==> src/rtl/deque_arb_pkg.sv <==
// Shared types for the deque access arbiter: op codes and response payload.
package deque_arb_pkg;

    localparam int unsigned DQ_NREQ   = 4;
    localparam int unsigned DQ_ID_W   = $clog2(DQ_NREQ);
    localparam int unsigned DQ_DATA_W = 32;

    // Deque operation codes; encodings 5-7 are illegal and answered with an error.
    typedef enum logic [2:0] {
        DQ_PUSH_BACK  = 3'd0,
        DQ_PUSH_FRONT = 3'd1,
        DQ_POP_FRONT  = 3'd2,
        DQ_POP_BACK   = 3'd3,
        DQ_CLEAR      = 3'd4
    } dq_op_e;

    // Response payload as seen by a requester.
    typedef struct packed {
        logic                 valid;
        logic [DQ_ID_W-1:0]   id;
        logic [DQ_DATA_W-1:0] data;
        logic                 err;
    } dq_rsp_s;

endpackage

==> src/rtl/rr_arbiter.sv <==
// Round-robin arbiter: one-hot grant to the first request after the last winner.
module rr_arbiter #(
    parameter int unsigned N = 4
) (
    input  logic                 clk,
    input  logic                 rst,
    input  logic [N-1:0]         req,
    input  logic                 advance,
    output logic [N-1:0]         grant,
    output logic [$clog2(N)-1:0] grant_idx
);

    localparam int unsigned IDX_W = $clog2(N);

    logic [IDX_W-1:0] rr_ptr_q;
    logic [IDX_W-1:0] rr_ptr_d;

    // Search the request vector starting one past the last winner, wrapping.
    always_comb begin
        int unsigned cand;
        logic        found;
        logic [IDX_W-1:0] cand_idx;
        grant     = '0;
        grant_idx = '0;
        found     = 1'b0;
        cand      = 0;
        cand_idx  = '0;
        for (int unsigned k = 1; k <= N; k++) begin
            cand = 32'(rr_ptr_q) + k;
            if (cand >= N) begin
                cand = cand - N;
            end
            cand_idx = IDX_W'(cand);
            if (!found && req[cand_idx]) begin
                found           = 1'b1;
                grant[cand_idx] = 1'b1;
                grant_idx       = cand_idx;
            end
        end
    end

    // Pointer only moves when a grant is actually taken.
    always_comb begin
        rr_ptr_d = rr_ptr_q;
        if (advance && (|grant)) begin
            rr_ptr_d = grant_idx;
        end
    end

    // Pointer register; reset makes requester 0 the first winner.
    always_ff @(posedge clk or posedge rst) begin
        if (rst) begin
            rr_ptr_q <= IDX_W'(N - 1);
        end else begin
            rr_ptr_q <= rr_ptr_d;
        end
    end

endmodule

==> src/rtl/deque_access_arbiter.sv <==
// Deque access arbiter: NREQ requesters share one circular-buffer deque.
// One op per cycle is granted round-robin; each grant yields one registered
// response one cycle later. Optional statistics outputs: DQ_ARB_STATS_EN.
module deque_access_arbiter
    import deque_arb_pkg::*;
#(
    parameter int unsigned NREQ  = 4,
    parameter int unsigned WIDTH = 32,
    parameter int unsigned DEPTH = 8
) (
    input  logic                          clk,
    input  logic                          rst_h,
    input  logic [NREQ-1:0]               req_valid,
    input  logic [NREQ-1:0][2:0]          req_op,
    input  logic [NREQ-1:0][WIDTH-1:0]    req_data,
    output logic [NREQ-1:0]               req_ready,
    output logic                          rsp_valid,
    output logic [$clog2(NREQ)-1:0]       rsp_id,
    output logic [WIDTH-1:0]              rsp_data,
    output logic                          rsp_err,
    output logic [$clog2(DEPTH+1)-1:0]    count,
    output logic                          full,
    output logic                          empty
`ifdef DQ_ARB_STATS_EN
    ,
    output logic [31:0]                   stat_ops,
    output logic [31:0]                   stat_err,
    output logic [$clog2(DEPTH+1)-1:0]    stat_hiwater
`endif
);

    localparam int unsigned ID_W  = $clog2(NREQ);
    localparam int unsigned PTR_W = $clog2(DEPTH);
    localparam int unsigned CNT_W = $clog2(DEPTH+1);

    logic [WIDTH-1:0] mem [DEPTH];

    logic [PTR_W-1:0] head_q, head_d, tail_q, tail_d;
    logic [CNT_W-1:0] count_q, count_d;
    logic             full_q, empty_q;

    logic             rsp_valid_q, rsp_valid_d;
    logic [ID_W-1:0]  rsp_id_q, rsp_id_d;
    logic [WIDTH-1:0] rsp_data_q, rsp_data_d;
    logic             rsp_err_q, rsp_err_d;

    logic [NREQ-1:0]  grant;
    logic [ID_W-1:0]  grant_idx;
    logic             hs;
    logic [2:0]       sel_op;
    logic [WIDTH-1:0] sel_data;

    logic [PTR_W-1:0] head_p1, head_m1, tail_p1, tail_m1;

    logic             mem_we;
    logic [PTR_W-1:0] mem_waddr;
    logic [WIDTH-1:0] mem_wdata;

    rr_arbiter #(
        .N(NREQ)
    ) u_arb (
        .clk      (clk),
        .rst      (rst_h),
        .req      (req_valid),
        .advance  (hs),
        .grant    (grant),
        .grant_idx(grant_idx)
    );

    assign req_ready = grant;
    // Ready is a grant on a valid line, so any valid request completes a handshake.
    assign hs        = |req_valid;
    assign sel_op    = req_op[grant_idx];
    assign sel_data  = req_data[grant_idx];

    // Neighbouring pointer values with explicit wrap at the buffer ends.
    always_comb begin
        head_p1 = (head_q == PTR_W'(DEPTH - 1)) ? '0 : head_q + PTR_W'(1);
        head_m1 = (head_q == '0) ? PTR_W'(DEPTH - 1) : head_q - PTR_W'(1);
        tail_p1 = (tail_q == PTR_W'(DEPTH - 1)) ? '0 : tail_q + PTR_W'(1);
        tail_m1 = (tail_q == '0) ? PTR_W'(DEPTH - 1) : tail_q - PTR_W'(1);
    end

    // Decode the granted op into pointer/count updates, storage write and response.
    always_comb begin
        head_d      = head_q;
        tail_d      = tail_q;
        count_d     = count_q;
        mem_we      = 1'b0;
        mem_waddr   = tail_q;
        mem_wdata   = sel_data;
        rsp_valid_d = hs;
        rsp_id_d    = hs ? grant_idx : '0;
        rsp_data_d  = '0;
        rsp_err_d   = 1'b0;
        if (hs) begin
            case (sel_op)
                DQ_PUSH_BACK: begin
                    if (full_q) begin
                        rsp_err_d = 1'b1;
                    end else begin
                        mem_we    = 1'b1;
                        mem_waddr = tail_q;
                        tail_d    = tail_p1;
                        count_d   = count_q + CNT_W'(1);
                    end
                end
                DQ_PUSH_FRONT: begin
                    if (full_q) begin
                        rsp_err_d = 1'b1;
                    end else begin
                        mem_we    = 1'b1;
                        mem_waddr = head_m1;
                        head_d    = head_m1;
                        count_d   = count_q + CNT_W'(1);
                    end
                end
                DQ_POP_FRONT: begin
                    if (empty_q) begin
                        rsp_err_d = 1'b1;
                    end else begin
                        rsp_data_d = mem[head_q];
                        head_d     = head_p1;
                        count_d    = count_q - CNT_W'(1);
                    end
                end
                DQ_POP_BACK: begin
                    if (empty_q) begin
                        rsp_err_d = 1'b1;
                    end else begin
                        rsp_data_d = mem[tail_m1];
                        tail_d     = tail_m1;
                        count_d    = count_q - CNT_W'(1);
                    end
                end
                DQ_CLEAR: begin
                    head_d  = '0;
                    tail_d  = '0;
                    count_d = '0;
                end
                default: begin
                    rsp_err_d = 1'b1;
                end
            endcase
        end
    end

    // Storage array; contents deliberately survive reset.
    always_ff @(posedge clk) begin
        if (mem_we) begin
            mem[mem_waddr] <= mem_wdata;
        end
    end

    // Deque state, status flags and response register.
    always_ff @(posedge clk or posedge rst_h) begin
        if (rst_h) begin
            head_q      <= '0;
            tail_q      <= '0;
            count_q     <= '0;
            full_q      <= 1'b0;
            empty_q     <= 1'b1;
            rsp_valid_q <= 1'b0;
            rsp_id_q    <= '0;
            rsp_data_q  <= '0;
            rsp_err_q   <= 1'b0;
        end else begin
            head_q      <= head_d;
            tail_q      <= tail_d;
            count_q     <= count_d;
            full_q      <= (count_d == CNT_W'(DEPTH));
            empty_q     <= (count_d == '0);
            rsp_valid_q <= rsp_valid_d;
            rsp_id_q    <= rsp_id_d;
            rsp_data_q  <= rsp_data_d;
            rsp_err_q   <= rsp_err_d;
        end
    end

    assign rsp_valid = rsp_valid_q;
    assign rsp_id    = rsp_id_q;
    assign rsp_data  = rsp_data_q;
    assign rsp_err   = rsp_err_q;
    assign count     = count_q;
    assign full      = full_q;
    assign empty     = empty_q;

`ifdef DQ_ARB_STATS_EN
    logic [31:0]      stat_ops_q, stat_err_q;
    logic [CNT_W-1:0] stat_hiwater_q;

    // Saturating op/error counters and occupancy high-water mark; CLEAR does not touch them.
    always_ff @(posedge clk or posedge rst_h) begin
        if (rst_h) begin
            stat_ops_q     <= '0;
            stat_err_q     <= '0;
            stat_hiwater_q <= '0;
        end else begin
            if (hs && (stat_ops_q != '1)) begin
                stat_ops_q <= stat_ops_q + 32'd1;
            end
            if (rsp_err_d && (stat_err_q != '1)) begin
                stat_err_q <= stat_err_q + 32'd1;
            end
            if (count_d > stat_hiwater_q) begin
                stat_hiwater_q <= count_d;
            end
        end
    end

    assign stat_ops     = stat_ops_q;
    assign stat_err     = stat_err_q;
    assign stat_hiwater = stat_hiwater_q;
`endif

endmodule
==> config.mk <==
export PLATFORM = sky130hd
export DESIGN_NAME = deque_access_arbiter
export DESIGN_NICKNAME = d
export VERILOG_FILES = /design/src/rtl/deque_arb_pkg.sv /design/src/rtl/rr_arbiter.sv /design/src/rtl/deque_access_arbiter.sv
export SDC_FILE = /design/constraint.sdc
export NUM_CORES = 1
export LEC_CHECK = 0
export CORE_MARGIN = 2
export CORE_UTILIZATION = 35
export CTS_CLUSTER_DIAMETER = 40
export CTS_CLUSTER_SIZE = 16
export DETAILED_ROUTE_END_ITERATION = 7
export GPL_TIMING_DRIVEN = 0
export PLACE_DENSITY = 0.6
export SLEW_MARGIN = 40
export SYNTH_ARGS = -nofsm -noshare
export SYNTH_HDL_FRONTEND = slang
export SYNTH_SLANG_ARGS = --single-unit
export TNS_END_PERCENT = 30
==> constraint.sdc <==
create_clock -name clk -period 5.6 [get_ports clk]
set_input_delay 0.84 -clock clk [delete_from_list [all_inputs] [get_ports clk]]
set_output_delay 0.84 -clock clk [all_outputs]
set_load 0.005 [all_outputs]
==> Word-level counts from Yosys, hierarchy flattened <==
Memories as Yosys holds them, arrays and structs flattened.
Index checks and enable logic that the tools add are counted.
{ "op_classes": {"add_sub_neg": 14, "n_lt_le_gt_ge": 13, "n_eq_ne": 11, "muxes": 66, "n_bitwise": 3, "n_reduce_logical": 23} }
{ "op_table": {"columns": ["operator", "count"], "rows": [
  ["2-to-1 mux 32 bit", 4],
  ["binary-select mux 32 bit (select 2 bit)", 1],
  ["case mux 32 bit (2 select lines)", 1],
  ["2-to-1 mux 3 bit", 12],
  ["2-to-1 mux 4 bit", 7],
  ["2-to-1 mux 1 bit", 19],
  ["2-to-1 mux 2 bit", 9],
  ["case mux 3 bit (3 select lines)", 2],
  ["less-than comparator 2 x 3 -> 1 bit, second input constant", 5],
  ["bitwise OR 4 bit", 3],
  ["case mux 4 bit (3 select lines)", 1],
  ["== test 3 bit, second input constant", 3],
  [">= comparator 3 bit, second input constant", 3],
  ["zero test 3 bit", 3],
  ["binary-select mux 1 bit (select 2 bit)", 4],
  ["demux 1 bit (select 2 bit)", 4],
  [">= comparator 2 x 1 -> 1 bit, second input constant", 4],
  ["logical AND 1 bit", 8],
  ["inequality test 2 bit, second input constant", 4],
  ["AND reduction 4 bit", 2],
  ["OR reduction 4 bit", 2],
  ["subtractor 2 x 1 -> 2 bit, second input constant", 4],
  ["adder 2 x 2 -> 3 bit, second input constant", 2],
  ["adder 3 x 1 -> 3 bit, second input constant", 2],
  ["15 further kinds", 21]
]} }
{ "totals": {"ff_bits": 50, "mem_bits_rw": 256, "input_bits": 146, "out_inout_bits": 46, "elab_cells": 141, "mem_count": 1} }
{ "mem_list": {"columns": ["memory", "words", "width", "rd", "rd_clocked_by_memory_dff", "write_ports", "line_no", "text"], "rows": [
  ["mem", 8, 32, 2, 0, 1, "deque_access_arbiter.sv:36", "logic [WIDTH-1:0] mem [DEPTH];"]
]} }

==> Longest topological paths before layout <==
Gate-level depths: netlist of run 1.
{ "logic_depth": {"depth_word": 23, "ltp_mapped": 16, "depth_no_buf": 12} }

==> Cells and area by module <==
A second synthesis of run 1 with hierarchy kept.
{ "hier_totals": {"hier_cells": 885, "hier_area_um2": 15479.8} }
{ "by_module_without_submodules": {"columns": ["module", "n_inst", "cells_each", "area_per_inst_um2", "seq_area_each_um2"], "rows": [
  ["deque_access_arbiter", 1, 787, 14684.1, 8889.8],
  ["rr_arbiter", 1, 98, 795.8, 52.6]
]} }

==> Worst setup path before layout of run 1 <==
OpenSTA, ideal clock, no wires.
{ "synth_timing": {"path_type": "flip-flop to flip-flop", "startpoint": "register u_arb.rr_ptr_q[0]", "endpoint": "memory mem[4][0] (enable)", "arrival_ps": 5131, "required_ps": 5179, "path_slack_ps": 48, "path_stages_with_launch": 15, "path_buffers": 2, "synth_period_minus_slack_ps": 5552, "path_cell_list": "dfstp_2 -> buf_2 -> inv_1 -> ha_1 -> mux4_2 -> nand2b_4 -> a21o_4 -> and2_4 -> inv_2 -> mux4_2 -> buf_4 -> nor2_1 -> nand4_1 -> mux2_2 -> nor2_1"} }
{ "synth_between": {"elab_chain_cells": 23, "word_cells_on_any_way": 48, "classes_between": "8 x add/sub; 4 x order compare; 1 x eq/ne; 27 x mux; 8 x reduce/logical"} }
{ "synth_lines": {"columns": ["item", "line_no", "text"], "rows": [
  ["start: declaration", "rr_arbiter.sv:15", "logic [IDX_W-1:0] rr_ptr_q;"],
  ["start signal: assignment", "rr_arbiter.sv:53", "rr_ptr_q <= IDX_W'(N - 1);"],
  ["start signal: assignment", "rr_arbiter.sv:55", "rr_ptr_q <= rr_ptr_d;"],
  ["adder 2 x 1 -> 3 bit", "rr_arbiter.sv:29", "cand = 32'(rr_ptr_q) + k;"],
  [">= comparator 3 bit or subtractor 2 x 1 -> 2 bit (tied branches)", "rr_arbiter.sv:30, rr_arbiter.sv:31", null],
  ["2-to-1 mux 2 bit", "rr_arbiter.sv:30", "if (cand >= N) begin"],
  ["binary-select mux 1 bit (select 2 bit)", "rr_arbiter.sv:34", "if (!found && req[cand_idx]) begin"],
  ["2-to-1 mux 1 bit (not written as such)", "rr_arbiter.sv:34", null],
  ["2-to-1 mux 1 bit", "rr_arbiter.sv:34", null],
  ["zero test 1 bit", "rr_arbiter.sv:34", null],
  ["logical AND 1 bit", "rr_arbiter.sv:34", null],
  ["[7 not listed]", null, null],
  ["binary-select mux 3 bit (select 2 bit) *", "deque_access_arbiter.sv:73", "assign sel_op = req_op[grant_idx];"],
  ["2-to-1 mux 3 bit (not written as such) *", "deque_access_arbiter.sv:73", null],
  ["== test 3 x 1 -> 1 bit or zero test 3 bit (tied branches)", "deque_access_arbiter.sv:97", "case (sel_op)"],
  ["OR reduction 2 bit (no source line)", null, null],
  ["2-to-1 mux 1 bit", null, null],
  ["2-to-1 mux 1 bit", "deque_access_arbiter.sv:96", "if (hs) begin"],
  ["2-to-1 mux 1 bit", "deque_access_arbiter.sv:150", "if (mem_we) begin"],
  ["2-to-1 mux 1 bit (not written as such)", "deque_access_arbiter.sv:151", "mem[mem_waddr] <= mem_wdata;"],
  ["end: declaration", "deque_access_arbiter.sv:36", null]
]} }
Every way passes the cells marked *; elsewhere a longest branch is shown, timed or not. The select of a mux whose other input is x is not followed.

==> Worst setup path after layout of run 1 <==
{ "layout_timing": {"startpoint": "register u_arb.rr_ptr_q[0]", "endpoint": "memory mem[3][17] (enable)"} }
Same word-level chain as after synthesis.

==> metrics.txt, run 1 <==
status=completed; multiplexer share of the synthesized area=22.1%; final worst-path cycle share=95.1%; Die Y=216 um; Clock Path Buffers=3; CP max FO=12; CTS clock-pin slew for the worst setup and hold paths=50 ps; largest net degree at the start of global routing=28; worst path arrival time=5580 ps; crit-path max cell delay=650 ps; filler cell count=3,927; DR DRC count=0; Critical Path RT=5850 ps; CP Cell Sequence=buf_2, inv_1, ha_2, mux4_2, nand2b_4, o311ai_1, o21ai_2, mux2i_1, clkbuf_1, nor2_1, a31oi_1, nand4_1, nor2_4, buf_8; layout cells sized above 1=21.5%; XOR/XNOR Fraction of Synth Area=0.0557%; register area share after synthesis=56.9%; Final #Nets=1,505; IO Pins=192; FMAX=0.188 GHz; Hold Path Class=flip-flop to flip-flop; total grt overflow=0; CP delay by family, top=simple AND/OR/NAND/NOR gates; Synth Register Bits=306; crit path kind=flip-flop to flip-flop; Final ANT Viol Nets=0; Synth Area in Simple Gates=6.15%; GPL Wtd Cong=0.790; Cells after Synth=1,081; clock skew=48.3 ps; drt initial violations=1,020; Post-Syn Area=15,700 um2; crit path max-delay cell type=dfstp_2; CTS tree=done; initial antenna violation count=0; clk sinks=306; Synth Net Count=1,245; vias in the first global route=11,600; clock root cell=clkbuf_16; crit end category=flip-flop; Compound-Gate Fraction of Synth Area=10.4%; Layout Utilization=46.0%; Post-synth EDFFs=256; main flop type after synthesis=edfxtp_1; total iterations of the first detailed-routing run=5; I/O Buffers=189; die footprint=46,600 um2; Std-Cell Rows=77; CP startpoint kind=flip-flop; CP bufs+invs=4; synthesized area per cell=14.5 um2; Yosys cell types=68; Initial Util=35.5%; CORE AREA=44,300 um2; GRT Total Usage=20.5%; H-tree levels=2; largest family of logic cells by synthesized area=multiplexers; via/cell ratio=5.65; Clk Latency, worst-skew pair=590 ps; Async S/R FF share, synth=16.3%; Adder-Cell Fraction of Synth Area=1.43%; final WL=48,000 um; Setup Viol. Count Final=0; n_diodes=0; Slew HR=43.0%; yosys warns=0; CTS buffer count=43; DPL Wire Length=32,500 um; Area Overhead vs Synth=29.7%; Slew Limit Fails=0; unrepaired setup endpoints after global routing=no; Slew @ Worst Pin=855 ps; wire per inst=24.4 um; max cap viols=0; first-pass GRT wire length=71,300 um; Vias=11,100; die width=216 um; Hold Fails Final Rpt=0; Period minus WS final=5330 ps; Hold Buf Count CTS=0
-- through the flow --
step	hold slack, ps	cells	setup WS (ps)	setup TNS (ps)	cell area (um2)
after floorplan	580	1081	48.2	0	15700
after global placement	607	1862	-2070	-510990	18400
after detailed placement	611	1882	134	0	18800
after CTS	627	1962	125	0	20300
after global routing	655	1968	39.7	0	20400
final	618	1968	275	0	20400
-- placed cells by master (no fill, tap or decap), types with 4 or more instances in the layout --
master | synthesis | routed
a21oi_1 | 77 | 77
a221oi_1 | 64 | 64
a22oi_1 | 8 | 8
and2_1 | 36 | 36
buf_1 | 13 | 4
buf_16 | 0 | 8
buf_2 | 8 | 16
buf_4 | 1 | 6
buf_6 | 3 | 4
buf_8 | 0 | 9
bufinv_16 | 0 | 4
clkbuf_1 | 66 | 61
clkbuf_16 | 0 | 43
clkbuf_2 | 1 | 15
clkdlybuf4s50_1 | 0 | 189
dfrtp_1 | 47 | 47
edfxtp_1 | 256 | 256
ha_1 | 18 | 17
inv_1 | 22 | 21
inv_6 | 0 | 8
mux2_2 | 33 | 33
mux2i_1 | 78 | 78
mux4_2 | 102 | 102
nand2_1 | 11 | 11
nand3_1 | 4 | 4
nor2_1 | 58 | 49
nor2_4 | 0 | 8
nor3_1 | 42 | 42
nor3b_1 | 6 | 6
o211ai_1 | 4 | 4
o21ai_0 | 18 | 18
o22ai_1 | 32 | 32
-- sequential cells by signal (all words and copies together) (netlist names) --
signal,cells
mem,256
rsp_data,32
count,4
head_q,3
tail_q,3
rsp_id,2
u_arb.rr_ptr_q,2
empty,1
full,1
rsp_err,1
rsp_valid,1
-- cell families after synthesis --
| group | after synthesis |
|---|---|
| adders and majority gates | 18 |
| AOI/OAI and AO/OA | 239 |
| muxes | 215 |
| buffers and inverters | 117 |
| xor gates and xnor gates | 1 |
| and+or+nand+nor | 185 |
| DFF | 306 |
-- Yosys cell counts, drive strengths merged, types with 4 or more instances --
library cell	number	area, um2
nand3	4	20.0
a221oi	64	561
nand2	11	41.3
and2	37	234
a21oi	78	394
dfrtp	47	1180
o211ai	4	30.0
nor3	42	210
o22ai	32	200
o21ai	24	139
edfxtp	256	7690
nand2b	4	32.5
mux2	35	394
buf	25	130
clkbuf	67	253
mux4	102	2300
nor2	59	224
nor3b	7	57.6
ha	18	225
mux2i	78	781
a22oi	8	60.1
inv	25	93.8
-- final cells by class --
class	count	area (um2)	area share [%]
repair buffers	215	2340	11.5
clock buffers	53	1130	5.56
flip-flops and latches	306	8940	43.8
inverters	25	96.3	0.472
multi-input cells	658	6380	31.3
clock inverters	27	359	1.76
well taps	592	741	3.63
plain buffers	92	413	2.02
-- final timing paths --
kind	to	startpoint	slack, ps	depth (start not counted)
hold reg to reg	count[3]	count[3]	620	1
setup / recovery	mem[3][17]	u_arb.rr_ptr_q[0]	270	14
max in group asynchronous	u_arb.rr_ptr_q[1]	rst_h	4390	3
setup reg to reg	mem[3][17]	u_arb.rr_ptr_q[0]	270	14
min in group asynchronous	rsp_data[9]	rst_h	630	2
hold / removal	count[3]	count[3]	620	1
-- what timing repair did --
item / 4_1_cts / 5_1_grt
resized for setup: 0 / 3
setup buffers: 0 / 6
hold endpoints to repair: 0 / 0
setup endpoints to repair: 0 / 109
-- layer usage --
layer	track usage [%]	vias up	routed length [um]
met1	25.9	5548	18500
met2	34.3	560	23800
met4	7.33	0	1350
met5	0	-	0
met3	4.81	86	4300
li1	-	4933	-
Power of run 1 is not shown: default switching activity piles up to over one toggle a cycle in this logic, so the estimate is an artifact.
==> run 2, diff against run 1 <==
--- a/config.mk
+++ b/config.mk
@@ -6,12 +6,12 @@
 export NUM_CORES = 1
 export LEC_CHECK = 0
 export CORE_MARGIN = 2
-export CORE_UTILIZATION = 35
+export CORE_UTILIZATION = 50
 export CTS_CLUSTER_DIAMETER = 40
 export CTS_CLUSTER_SIZE = 16
 export DETAILED_ROUTE_END_ITERATION = 7
 export GPL_TIMING_DRIVEN = 0
-export PLACE_DENSITY = 0.6
+export PLACE_DENSITY = 0.8
 export SLEW_MARGIN = 40
 export SYNTH_ARGS = -nofsm -noshare
 export SYNTH_HDL_FRONTEND = slang
==> metrics.txt, run 2 (synthesis results as in run 1) <==
R2R Setup Slk=330 ps; CP max FO=11; vias in the first global route=12,000; crit path kind=flip-flop to flip-flop; FF-to-FF End=mem[5][12]; crit path max-delay cell type=dfstp_2; Hold Path Class=primary input to asynchronous set/reset pin; Initial Util=51.1%; filler cell count=2,164; Vias=11,600; placed cells=1,685; largest net degree at the start of global routing=37; Critical Path RT=5830 ps; Std-Cell Rows=64; n_diodes=0; FMAX=0.190 GHz; Clk Latency, worst-skew pair=530 ps; clk sinks=306; unrepaired setup endpoints after global routing=no; DR DRC count=0; Setup Viol. Count Final=0; Slew Limit Fails=0; Final ANT Viol Nets=0; max reg flops=256; drt initial violations=1,628; CTS clock-pin slew for the worst setup and hold paths=60 ps; Sum Neg Setup Slack=0 ps; crit-path max cell delay=640 ps; Reg area=8940 um2; CTS buffer count=37; Hold Fails Final Rpt=0; crit path setup slack, layout=327 ps; multi-input logic area=6380 um2; CORE AREA=30,700 um2; wire per inst=25.9 um; final WL=45,600 um; Slew @ Worst Pin=877 ps; CP startpoint kind=flip-flop; IO Pins=192; GRT Total Usage=27.7%; H-tree levels=2; I/O Buffers=189; total iterations of the first detailed-routing run=6; CTS tree=done; clock root cell=clkbuf_16; Worst Setup EP=mem[5][12]; first-pass GRT wire length=69,100 um; commonest cells after routing, fill and taps aside=256 x edfxtp_1, 189 x clkdlybuf4s50_1, 102 x mux4_2; clock skew=25.4 ps; initial antenna violation count=1; via/cell ratio=6.62; final worst-path cycle share=94.2%; most frequent CP cell=mux4_2; Area Overhead vs Synth=26.5%; DPL Wire Length=30,100 um; Final #Nets=1,497; worst setup path startpoint=u_arb.rr_ptr_q[0]; GPL Wtd Cong=0.860; Setup WS pre-CTS=15.9 ps; layout cells sized above 1=20.2%; crit end category=flip-flop; die footprint=32,900 um2; Biggest register=mem; Non-Filler Instances=1,758; max cap viols=0; Hold Buf Count CTS=0; die width=181 um; Slew HR=41.6%; total grt overflow=0; Clock Path Buffers=3; Reg2Reg Depth=15; Period minus WS final=5270 ps; CP Cell Sequence=buf_2, inv_1, ha_1, mux4_2, nand2b_4, a21o_4, and2_4, inv_2, mux4_2, buf_4, nor2_1, nand4_1, mux2_2, nor2_4, buf_8; most common cell after layout, fill and taps aside=edfxtp_1; status=completed; Die Y=181 um; Layout Utilization=64.7%; worst path arrival time=5500 ps; reg2reg start=u_arb.rr_ptr_q[0]
==> run 2: worst min-delay path by stage <==
stage / to / slack [ps] / cells after the start
5_1_grt: rsp_data[15] / 610 / 2
2_1_floorplan: count[3] / 580 / 1
6_report: rsp_data[16] / 590 / 2
4_1_cts: rsp_data[16] / 600 / 2
3_3_place_gp: count[3] / 600 / 1
3_5_place_dp: count[3] / 610 / 1
==> run 2: metal layers <==
layer | part of all wire, % | global-route usage [%] | vias to the layer above
met5 | 0 | 0 | -
met4 | 4.2 | 13.7 | 0
met3 | 12 | 6.45 | 156
met2 | 48 | 44.6 | 898
met1 | 35 | 35.7 | 5667
li1 | - | - | 4910
==> run 2: layout make-up <==
| type | count | share of cell area, % |
|---|---|---|
| Sequential cell | 306 | 44.9 |
| Timing Repair Buffer | 213 | 11.7 |
| Tap cell | 396 | 2.49 |
| Buffer | 92 | 2.02 |
| Clock inverter | 23 | 1.26 |
| Inverter | 25 | 0.484 |
| Multi-Input combinational cell | 658 | 32.1 |
| Clock buffer | 45 | 5.07 |
==> run 2: critical path: cells and delay by family (launching register included) <==
| family | cells | cell delay, ps |
|---|---|---|
| flops | 1 | 640 |
| simple gates | 5 | 1250 |
| fa+ha+maj | 1 | 480 |
| buf+inv | 5 | 1040 |
| mux | 3 | 1320 |
| compound gates | 1 | 230 |
==> run 2: stage by stage <==
stage | hold WS, ps | area [um2]
CTS | 599 | 19800
global placement | 603 | 18100
global route | 615 | 19900
detailed placement | 608 | 18600
floorplan | 580 | 15700
finish | 595 | 19900
==> run 2: timing repair <==
| action | 4_1_cts | 5_1_grt |
|---|---|---|
| cloned | 0 | 0 |
| resized for setup | 0 | 4 |
| setup buffers | 1 | 3 |
| endpoints found under the setup margin | 4 | 111 |
| pin swaps | 1 | 4 |
Power of run 2 is left out for the same reason.
==> run 3, diff against run 2 <==
==> constraint.sdc (replaced) <==
create_clock -name clk -period 5.6 [get_ports clk]
set_input_delay 0.84 -clock clk [delete_from_list [all_inputs] [get_ports clk]]
set_output_delay 0.84 -clock clk [all_outputs]
set_load 0.01 [all_outputs]
==> results of run 3 <==
The final DEF is identical to that of run 2; final timing and power are the same.
Power of run 3 is left out for the same reason.
